===== src/rtl/hatch_stage_ctrl.sv =====
// Upstream controller for the egg-hatching dot-matrix display: advances a
// hatch stage index while the incubator temperature stays in range.
module hatch_stage_ctrl #(
    parameter int         TICKS_PER_STAGE = 1000,
    parameter logic [3:0] LAST_STAGE      = 4'd11,
    parameter logic [5:0] TEMP_INIT       = 6'd37,
    parameter logic [5:0] TEMP_LO         = 6'd36,
    parameter logic [5:0] TEMP_HI         = 6'd38,
    parameter logic [5:0] TEMP_MIN        = 6'd30,
    parameter logic [5:0] TEMP_MAX        = 6'd45
) (
    input  logic       clk,
    input  logic       rst,
    input  logic       start,
    input  logic       stop,
    input  logic       temp_up,
    input  logic       temp_down,
    output logic [3:0] num,
    output logic       temp,
    output logic       st,
    output logic       done,
    output logic [5:0] temp_val
);

    localparam int CW = (TICKS_PER_STAGE > 1) ? $clog2(TICKS_PER_STAGE) : 1;
    localparam logic [CW-1:0] TICK_LAST = CW'(TICKS_PER_STAGE - 1);

    typedef enum logic [1:0] {
        IDLE,
        RUN,
        HOLD,
        DONE
    } state_e;

    state_e        state_q, state_d;
    logic [3:0]    num_q, num_d;
    logic [CW-1:0] tick_q, tick_d;
    logic [5:0]    temp_q, temp_d;
    logic          temp_hot;

    assign temp_hot = (temp_q < TEMP_LO) || (temp_q > TEMP_HI);

    always_ff @(posedge clk or posedge rst) begin
        if (rst) begin
            state_q <= IDLE;
            num_q   <= 4'd0;
            tick_q  <= '0;
            temp_q  <= TEMP_INIT;
        end else begin
            state_q <= state_d;
            num_q   <= num_d;
            tick_q  <= tick_d;
            temp_q  <= temp_d;
        end
    end

    always_comb begin
        state_d = state_q;
        num_d   = num_q;
        tick_d  = tick_q;
        temp_d  = temp_q;

        // Simultaneous up/down cancel; both directions saturate.
        if (temp_up && !temp_down && (temp_q < TEMP_MAX)) begin
            temp_d = temp_q + 6'd1;
        end else if (temp_down && !temp_up && (temp_q > TEMP_MIN)) begin
            temp_d = temp_q - 6'd1;
        end

        if (stop) begin
            state_d = IDLE;
            num_d   = 4'd0;
            tick_d  = '0;
        end else begin
            case (state_q)
                IDLE: begin
                    num_d  = 4'd0;
                    tick_d = '0;
                    if (start) begin
                        state_d = RUN;
                    end
                end
                RUN: begin
                    if (temp_hot) begin
                        state_d = HOLD;
                    end else if (tick_q == TICK_LAST) begin
                        tick_d = '0;
                        num_d  = num_q + 4'd1;
                        if ((num_q + 4'd1) == LAST_STAGE) begin
                            state_d = DONE;
                        end
                    end else begin
                        tick_d = tick_q + 1'b1;
                    end
                end
                HOLD: begin
                    if (!temp_hot) begin
                        state_d = RUN;
                    end
                end
                DONE: begin
                    num_d  = LAST_STAGE;
                    tick_d = '0;
                    // A restart overrides any temperature step in the same cycle.
                    if (start) begin
                        state_d = RUN;
                        num_d   = 4'd0;
                        temp_d  = TEMP_INIT;
                    end
                end
                default: begin
                    state_d = IDLE;
                    num_d   = 4'd0;
                    tick_d  = '0;
                end
            endcase
        end
    end

    assign num      = num_q;
    assign temp     = temp_hot;
    assign st       = (state_q != IDLE);
    assign done     = (state_q == DONE);
    assign temp_val = temp_q;

endmodule


===== config.mk =====
export PLATFORM = sky130hd
export DESIGN_NAME = hatch_stage_ctrl
export DESIGN_NICKNAME = d
export VERILOG_FILES = /design/src/rtl/hatch_stage_ctrl.sv
export SDC_FILE = /design/constraint.sdc
export NUM_CORES = 1
export LEC_CHECK = 0
export CAP_MARGIN = 40
export CORE_AREA = 2 2 69 71
export CTS_BUF_LIST = sky130_fd_sc_hd__clkbuf_8
export DETAILED_ROUTE_END_ITERATION = 6
export DIE_AREA = 0 0 71 73
export PLACE_DENSITY_LB_ADDON = 0.05
export SYNTH_ARGS = -nofsm -noshare
export SYNTH_HDL_FRONTEND = slang
export SYNTH_SLANG_ARGS = --single-unit

===== constraint.sdc =====
create_clock -name clk -period 2.7 [get_ports clk]
set_clock_uncertainty 0.2 [all_clocks]
set_input_delay 0.54 -clock clk [delete_from_list [all_inputs] [get_ports clk]]
set_output_delay 0.54 -clock clk [all_outputs]
set_load 0.02 [all_outputs]

After elaboration in Yosys (flattened, before gate mapping)
Index checks and enable logic that the tools add are counted.
{"block": "totals", "elab_cells": 59, "register_bits": 22}
{"block": "classes", "n_mux": 21, "n_reduce_logical": 15, "order_cmp": 4, "n_eq_ne": 11, "addsub": 4}
{"operator": "10-bit 2-to-1 mux", "count": 3}
{"operator": "6-bit 2-to-1 mux", "count": 5}
{"operator": "10-bit case mux with 2 select lines", "count": 1}
{"operator": "4-bit 2-to-1 mux", "count": 4}
{"operator": "6-bit less-than comparator, second input constant", "count": 2}
{"operator": "2-bit 2-to-1 mux", "count": 6}
{"operator": "4-bit case mux with 3 select lines", "count": 1}
{"operator": "10-bit by 1-bit adder with 10-bit output, second input constant", "count": 1}
{"operator": "10-bit equality test, second input constant", "count": 1}
{"operator": "3-bit inequality test, second input constant", "count": 3}
{"operator": "4-bit inequality test, second input constant", "count": 2}
{"operator": "6-bit by 1-bit adder with 6-bit output, second input constant", "count": 1}
{"operator": "6-bit by 5-bit > comparator with 1-bit output, second input constant", "count": 1}
{"operator": "6-bit > comparator, second input constant", "count": 1}
{"operator": "2-bit case mux with 3 select lines", "count": 1}
{"operator": "6-bit by 1-bit subtractor with 6-bit output, second input constant", "count": 1}
{"operator": "4-bit by 1-bit adder with 4-bit output, second input constant", "count": 1}
{"operator": "2-bit equality test, second input constant", "count": 2}
{"operator": "4-bit equality test, second input constant", "count": 1}
{"operator": "1-bit logical AND", "count": 4}
{"operator": "4-bit AND reduction", "count": 1}
{"operator": "4-bit nonzero test", "count": 1}
{"operator": "3-bit by 1-bit inequality test with 1-bit output, second input constant", "count": 1}
{"operator": "3-bit AND reduction", "count": 1}
{"operator": "other kinds (8)", "count": 9}

Longest topological paths before layout
Gate-level depths: netlist of the first run.
{"block": "depth", "word_depth": 8, "depth_mapped": 8, "depth_no_buf": 7}

Least setup slack after synthesis of the first run
OpenSTA, ideal clock, no wires.
{"block": "synth_path", "kind": "register to register", "from": "register temp_q[5] (netlist: temp_val[5])", "to": "register state_q[0]", "slack_ns": 0.570, "t_arrival_ns": 1.834, "path_buffers": 1, "path_stages_with_launch": 8, "t_required_ns": 2.404, "setup_time_ns": 0.096, "period_less_slack_ns": 2.130, "cell_sequence": "dfstp_2 -> and4bb_1 -> and2_1 -> buf_6 -> inv_4 -> a21oi_2 -> mux2_4 -> a311oi_2"}
{"block": "synth_between", "elab_chain_cells": 5}
{"element": "from (decl)", "line_no": "38", "source": "logic [5:0] temp_q, temp_d;"}
{"element": "from (signal assigned)", "line_no": "53", "source": "temp_q <= temp_d;"}
{"element": "6-bit less-than comparator / 6-bit > comparator (equally long branches)", "line_no": "41", "source": "assign temp_hot = (temp_q < TEMP_LO) || (temp_q > TEMP_HI);"}
{"element": "1-bit logical OR (*)", "line_no": "41"}
{"element": "named net temp", "line_no": "19", "source": "output logic temp,"}
{"element": "2-bit 2-to-1 mux", "line_no": "84", "source": "if (temp_hot) begin"}
{"element": "2-bit case mux with 3 select lines", "line_no": "75", "source": "case (state_q)"}
{"element": "2-bit 2-to-1 mux", "line_no": "70", "source": "if (stop) begin"}
{"element": "to (signal assigned)", "line_no": "50", "source": "state_q <= state_d;"}
{"element": "to (decl)", "line_no": "35", "source": "state_e state_q, state_d;"}
The timed path passes the listed nets; every way through them passes the cells marked *.
A chain may end at the register's enable or synchronous reset.

Worst setup path after layout of the first run
{"block": "layout_path", "from": "register state_q[0]", "to": "output port st"}
{"block": "layout_between", "elab_chain_cells": 1}
{"element": "2-bit nonzero test", "line_no": "122", "source": "assign st = (state_q != IDLE);"}
{"element": "to (decl)", "line_no": "20", "source": "output logic st,"}
No other way between the ends.

==> impl_metrics.yaml, run 1 <==
timing:
  finalCritPeriodShare: 0.878
  period_needed_ns: 2.37
  hold_viol: 0
  slew_viol_final: 0
  fin_tns_setup_ns: 0
  max_freq_ghz: 0.422
  worstMarginPinSlew_ns: 0.525
  setup-violations-final: 0
  layout_setup_ws_ns: 0.330
  rsz0062_at_grt: "no"
  slew_headroom: 0.650
  holdWs_ns: 0.321
finish:
  syn_to_final_growth_pct: 22.6
  diodes: 0
  nets: 203
  fillers: 459
  fin_cells: 241
  drive_above_1_share: 0.123
  final_cell_mix: "18 x nor2_1, 18 x dfrtp_1, 17 x clkdlybuf4s50_1"
  final_cell_area_um2: 1830
  final_util: 0.403
global_route:
  grt_pass1_wl_um: 5620
  grt_max_degree: 15
  antenna_found_initial: 0
  grt_pass1_vias: 1196
  track_usage: 0.139
  grt-ovfl-total: 0
routing:
  finalWirelength_um: 3420
  wl_per_cell_um: 14.2
  ant_nets: 0
  vias: 1237
  viasPerCell: 5.13
  drt-pass1-iter-count: 4
  drc_errors: 0
  first_iter_violations: 57
setup_path:
  critPathLaunchType: "flop"
  critPathTopFamily: "buffers and inverters"
  worst-path-buf-inv: 3
  slowest_delay_ns: 0.59
  slowest_stage: "clkdlybuf4s50_1"
  critical_path.max_fanout: 4
  cp_common_cell: "inv_1"
  worstSetupEndpointType: "primary output"
  crit_chain: "inv_1, ha_1, inv_1, clkdlybuf4s50_1"
  worstPathArrival_ns: 1.63
  cp_data_required_time_ns: 1.96
  path_class: "flop to primary output"
power:
  ir_worst_vdd_mv: 0.357
  power_density_nw_per_um2: 931
  power_mw: 1.70
  p_leak_nw: 0.732
floorplan:
  rows: 25
  die_h_um: 73
  start_util: 0.329
  core_area_um2: 4540
  io_pins: 19
  die_x_um: 71
  die_area_um2: 5180
clock_tree:
  cts_buffers: 3
  post-cts-setup-buffers: 0
  cts.sinks: 22
  cts_tree: "yes"
  clockRootBuffer: "clkbuf_8"
  htreeDepth: 1
  cts.reportedPaths.clkPinSlew_ns: 0.09
  clock_path_buffers: 2
  holdBufCountCts: 0
  insertion_delay_ns: 0.27
  post_cts_resized: 0
yosys:
  yosys.area.top_type: "dfrtp_1"
  synth-edff-count: 0
  seq_area_frac_synth: 0.372
  async_reset_ff_frac: 1.00
  synth.top_cell.area_share: 0.319
  synthTopCellsByArea: "dfrtp_1 32%, ha_1 7.6%, xnor2_1 5.9%"
  syn_inst: 164
  synth_nets: 179
  yosysWarnings: 0
  syn-cell-area_um2: 1490
  synth.distinct_cells: 47
  synth-main-ff-cell: "dfrtp_1"
  syn_area_per_cell_um2: 9.09
  ys_ff_latch: 22
job:
  maxCapViolCount: 0
placement:
  place_inst: 237
  io_buffer_count: 18
  finalWeightedCongestion: 0.905
  placed_area_um2: 1750
  place_ws_ns: 0.365
  place_hpwl_um: 2630
status:
  status: "completed"
min_path:
  hp-class: "input pin to asynchronous set/reset pin"
-- flip-flops by register name, indices dropped and copies added (netlist names) --
signal / cells
tick_q: 10
temp_val: 6
num: 4
state_q: 2
-- Yosys cell counts (all sizes together) (2+ instances only) --
| library cell | number |
|---|---|
| nand3 | 6 |
| nor2 | 18 |
| and2 | 5 |
| clkbuf | 2 |
| xnor2 | 10 |
| nor3b | 3 |
| nand2 | 16 |
| nand4 | 2 |
| ha | 9 |
| inv | 10 |
| mux2i | 2 |
| dfstp | 3 |
| a31oi | 4 |
| a311oi | 3 |
| a21boi | 2 |
| a21oi | 5 |
| nor2b | 5 |
| nand2b | 3 |
| a221oi | 3 |
| nor3 | 6 |
| xor2 | 3 |
| buf | 2 |
| dfrtp | 19 |
| o21ai | 5 |
| nor4 | 3 |
-- report_power, final --
part           total, mW  leakage (nW)  internal (mW)  switching, mW
clock network      0.314        0.0357          0.198          0.115
registers          0.547         0.288          0.425          0.122
logic              0.839         0.409          0.380          0.460
-- final timing paths --
check                             from          end  slack [ns]  cells past startpoint
max                         state_q[0]           st        0.33                      4
max reg2reg                temp_val[5]   state_q[0]        0.54                      6
min reg2reg                  tick_q[1]    tick_q[1]        0.35                      2
min                                rst  temp_val[3]        0.32                      2
max in group asynchronous          rst       num[2]        1.45                      3
min in group clk             tick_q[1]    tick_q[1]        0.35                      2
-- worst reg2reg max path, stage by stage, from the launching register on --
cell and delay, ns:
dfstp_2 0.60, and4bb_1 0.23, and2_1 0.20, inv_4 0.05, a21oi_2 0.20, mux2_4 0.32, a311oi_2 0.25
-- cells by family after synthesis --
logic type / share of synthesized area
AND/OR/NAND/NOR: 0.258
AO/OA/AOI/OAI: 0.152
flip-flops: 0.372
buffers and inverters: 0.0428
XOR/XNOR: 0.0764
adder cells (fa/ha/maj): 0.0756
multiplexers: 0.0235
-- metal layers --
metal	track usage	vias up	part of all wire
met5	0	-	0
met4	0.0650	0	0.020
met3	0.0207	4	0.026
met2	0.236	22	0.48
met1	0.174	590	0.48
li1	-	621	-
-- area by class of cell --
type	count	area, µm²	share of cell area
Multi-Input combinational cell	128	872	0.477
Sequential cell	22	556	0.304
Timing Repair Buffer	23	220	0.121
Tap cell	54	67.6	0.0370
Clock buffer	3	41.3	0.0226
Inverter	10	40.0	0.0219
Clock inverter	1	30.0	0.0164
No activity file was read; power rests on OpenSTA's default activity.
==> run 2: changes to the inputs <==
--- a/config.mk
+++ b/config.mk
@@ -6,10 +6,10 @@
 export NUM_CORES = 1
 export LEC_CHECK = 0
 export CAP_MARGIN = 40
-export CORE_AREA = 2 2 69 71
+export CORE_AREA = 3 3 70 72
 export CTS_BUF_LIST = sky130_fd_sc_hd__clkbuf_8
 export DETAILED_ROUTE_END_ITERATION = 6
-export DIE_AREA = 0 0 71 73
+export DIE_AREA = 0 0 73 75
 export PLACE_DENSITY_LB_ADDON = 0.05
 export SYNTH_ARGS = -nofsm -noshare
 export SYNTH_HDL_FRONTEND = slang
==> run 2 against run 1 <==
Die area up 5.6%. Final cell count down 0.83%. Sequential share of layout area about the same. Utilization up 1.6 points. Wire length down 0.73%. Via count down 0.49%. Design area down 0.14%. Worst setup slack worse by 0.035 ns. Global-route usage down 0.77 points. Combinational power down 1%. Count of clock-buffer cells in the layout unchanged.
==> impl_metrics.yaml, run 2 (synthesis results as in run 1) <==
global_route:
  grt_max_degree: 23
  antenna_found_initial: 0
  track_usage: 0.131
  grt_pass1_vias: 1191
  grt_pass1_wl_um: 5540
  grt-ovfl-total: 0
timing:
  hold_viol: 0
  period_needed_ns: 2.41
  max_freq_ghz: 0.416
  setup-violations-final: 0
  fin_tns_setup_ns: 0
  slew_headroom: 0.667
  worstMarginPinSlew_ns: 0.500
  rsz0062_at_grt: "no"
  finalCritPeriodShare: 0.891
  holdWs_ns: 0.348
  slew_viol_final: 0
finish:
  final_util: 0.419
  final_cell_mix: "18 x nor2_1, 18 x dfrtp_1, 17 x clkdlybuf4s50_1"
  drive_above_1_share: 0.123
  largest_reg_flops: 10
  regMostFlops: "tick_q"
  syn_to_final_growth_pct: 22.4
  nets: 203
  diodes: 0
routing:
  first_iter_violations: 27
  wl_per_cell_um: 14.2
  ant_nets: 0
  drt-pass1-iter-count: 4
  viasPerCell: 5.15
  drc_errors: 0
  vias: 1231
  finalWirelength_um: 3390
clock_tree:
  cts_tree: "yes"
  clockRootBuffer: "clkbuf_8"
  cts.sinks: 22
  cts.reportedPaths.clkPinSlew_ns: 0.09
  clock_path_buffers: 2
  htreeDepth: 1
  cts_buffers: 3
  holdBufCountCts: 0
  post-cts-setup-buffers: 0
  insertion_delay_ns: 0.27
job:
  maxCapViolCount: 0
power:
  p_leak_nw: 0.732
  power_density_nw_per_um2: 932
  ir_worst_vdd_mv: 0.459
setup_path:
  r2r-start: "temp_val[2]"
  critical_path.max_fanout: 4
  worstSetupEndpointType: "primary output"
  r2r_end: "state_q[0]"
  critPathLaunchType: "flop"
  startpoint: "state_q[1]"
  r2r_setup_slack_ns: 0.57
  path_class: "flop to primary output"
  worstPathArrival_ns: 1.67
  cp_data_required_time_ns: 1.96
  worstRegToRegCells: 6
  critPathCapture: "st"
floorplan:
  die_x_um: 73
  start_util: 0.342
  io_pins: 19
  core_area_um2: 4350
  die_area_um2: 5480
  die_h_um: 75
  rows: 24
placement:
  io_buffer_count: 18
  finalWeightedCongestion: 0.798
  place_hpwl_um: 2490
min_path:
  hp-class: "flop to flop"
status:
  status: "completed"
run 2: cell counts in the layout (fill, tap and decap cells not counted):
Identical to the previous run, type by type.
run 2: per-stage QoR:
stage | setup WS [ns] | cells | power, mW | cell area [µm²]
detailed placement | 0.379 | 235 | 1.39 | 1750
global route | 0.239 | 239 | 1.84 | 1820
CTS | 0.0628 | 239 | 1.72 | 1820
global placement | 0.397 | 235 | 1.38 | 1750
finish | 0.295 | 239 | 1.70 | 1820
floorplan | 0.570 | 164 | 1.10 | 1490
run 2: metal layers:
metal  part of all wire  global-route usage  vias to the layer above
met2               0.47               0.211                       16
met4             0.0068              0.0594                        0
met5                  0                   0                        -
li1                   -                   -                      626
met3              0.022              0.0227                        2
met1               0.50               0.172                      587
run 2: area by class of cell:
class,count,area (µm²)
Fill cell,407,2530
Multi-Input combinational cell,128,872
Sequential cell,22,556
Timing Repair Buffer,23,220
Tap cell,52,65.1
Clock buffer,3,41.3
Inverter,10,40.0
Clock inverter,1,30.0
run 2: worst min path at each step:
stage,depth (start not counted),start,to
finish,2,tick_q[1],tick_q[1]
global route,2,tick_q[9],tick_q[9]
CTS,2,tick_q[9],tick_q[9]
detailed placement,2,tick_q[1],tick_q[1]
global placement,2,tick_q[1],tick_q[1]
floorplan,2,tick_q[1],tick_q[1]
run 2: timing repair:
action,4_1_cts,5_1_grt
resized for setup,0,2
setup endpoints to repair,0,1
hold endpoints to repair,0,0
run 2: critical path, stage by stage (launching register included):
cell	delay, ns
dfrtp_1	0.42
inv_1	0.11
ha_1	0.22
inv_1	0.06
clkdlybuf4s50_1	0.60
run 2: power breakdown:
part           switching (mW)  leakage (nW)  total, mW  internal [mW]
clock                   0.119        0.0357      0.317          0.198
sequential              0.128         0.288      0.553          0.425
combinational           0.450         0.409      0.830          0.380
==> run 3: changes to the inputs <==
--- a/config.mk
+++ b/config.mk
@@ -8,6 +8,7 @@
 export CAP_MARGIN = 40
 export CORE_AREA = 3 3 70 72
 export CTS_BUF_LIST = sky130_fd_sc_hd__clkbuf_8
+export CTS_CLUSTER_SIZE = 14
 export DETAILED_ROUTE_END_ITERATION = 6
 export DIE_AREA = 0 0 73 75
 export PLACE_DENSITY_LB_ADDON = 0.05
==> results of run 3 <==
Final layout, timing and power as in run 2 (identical DEF).
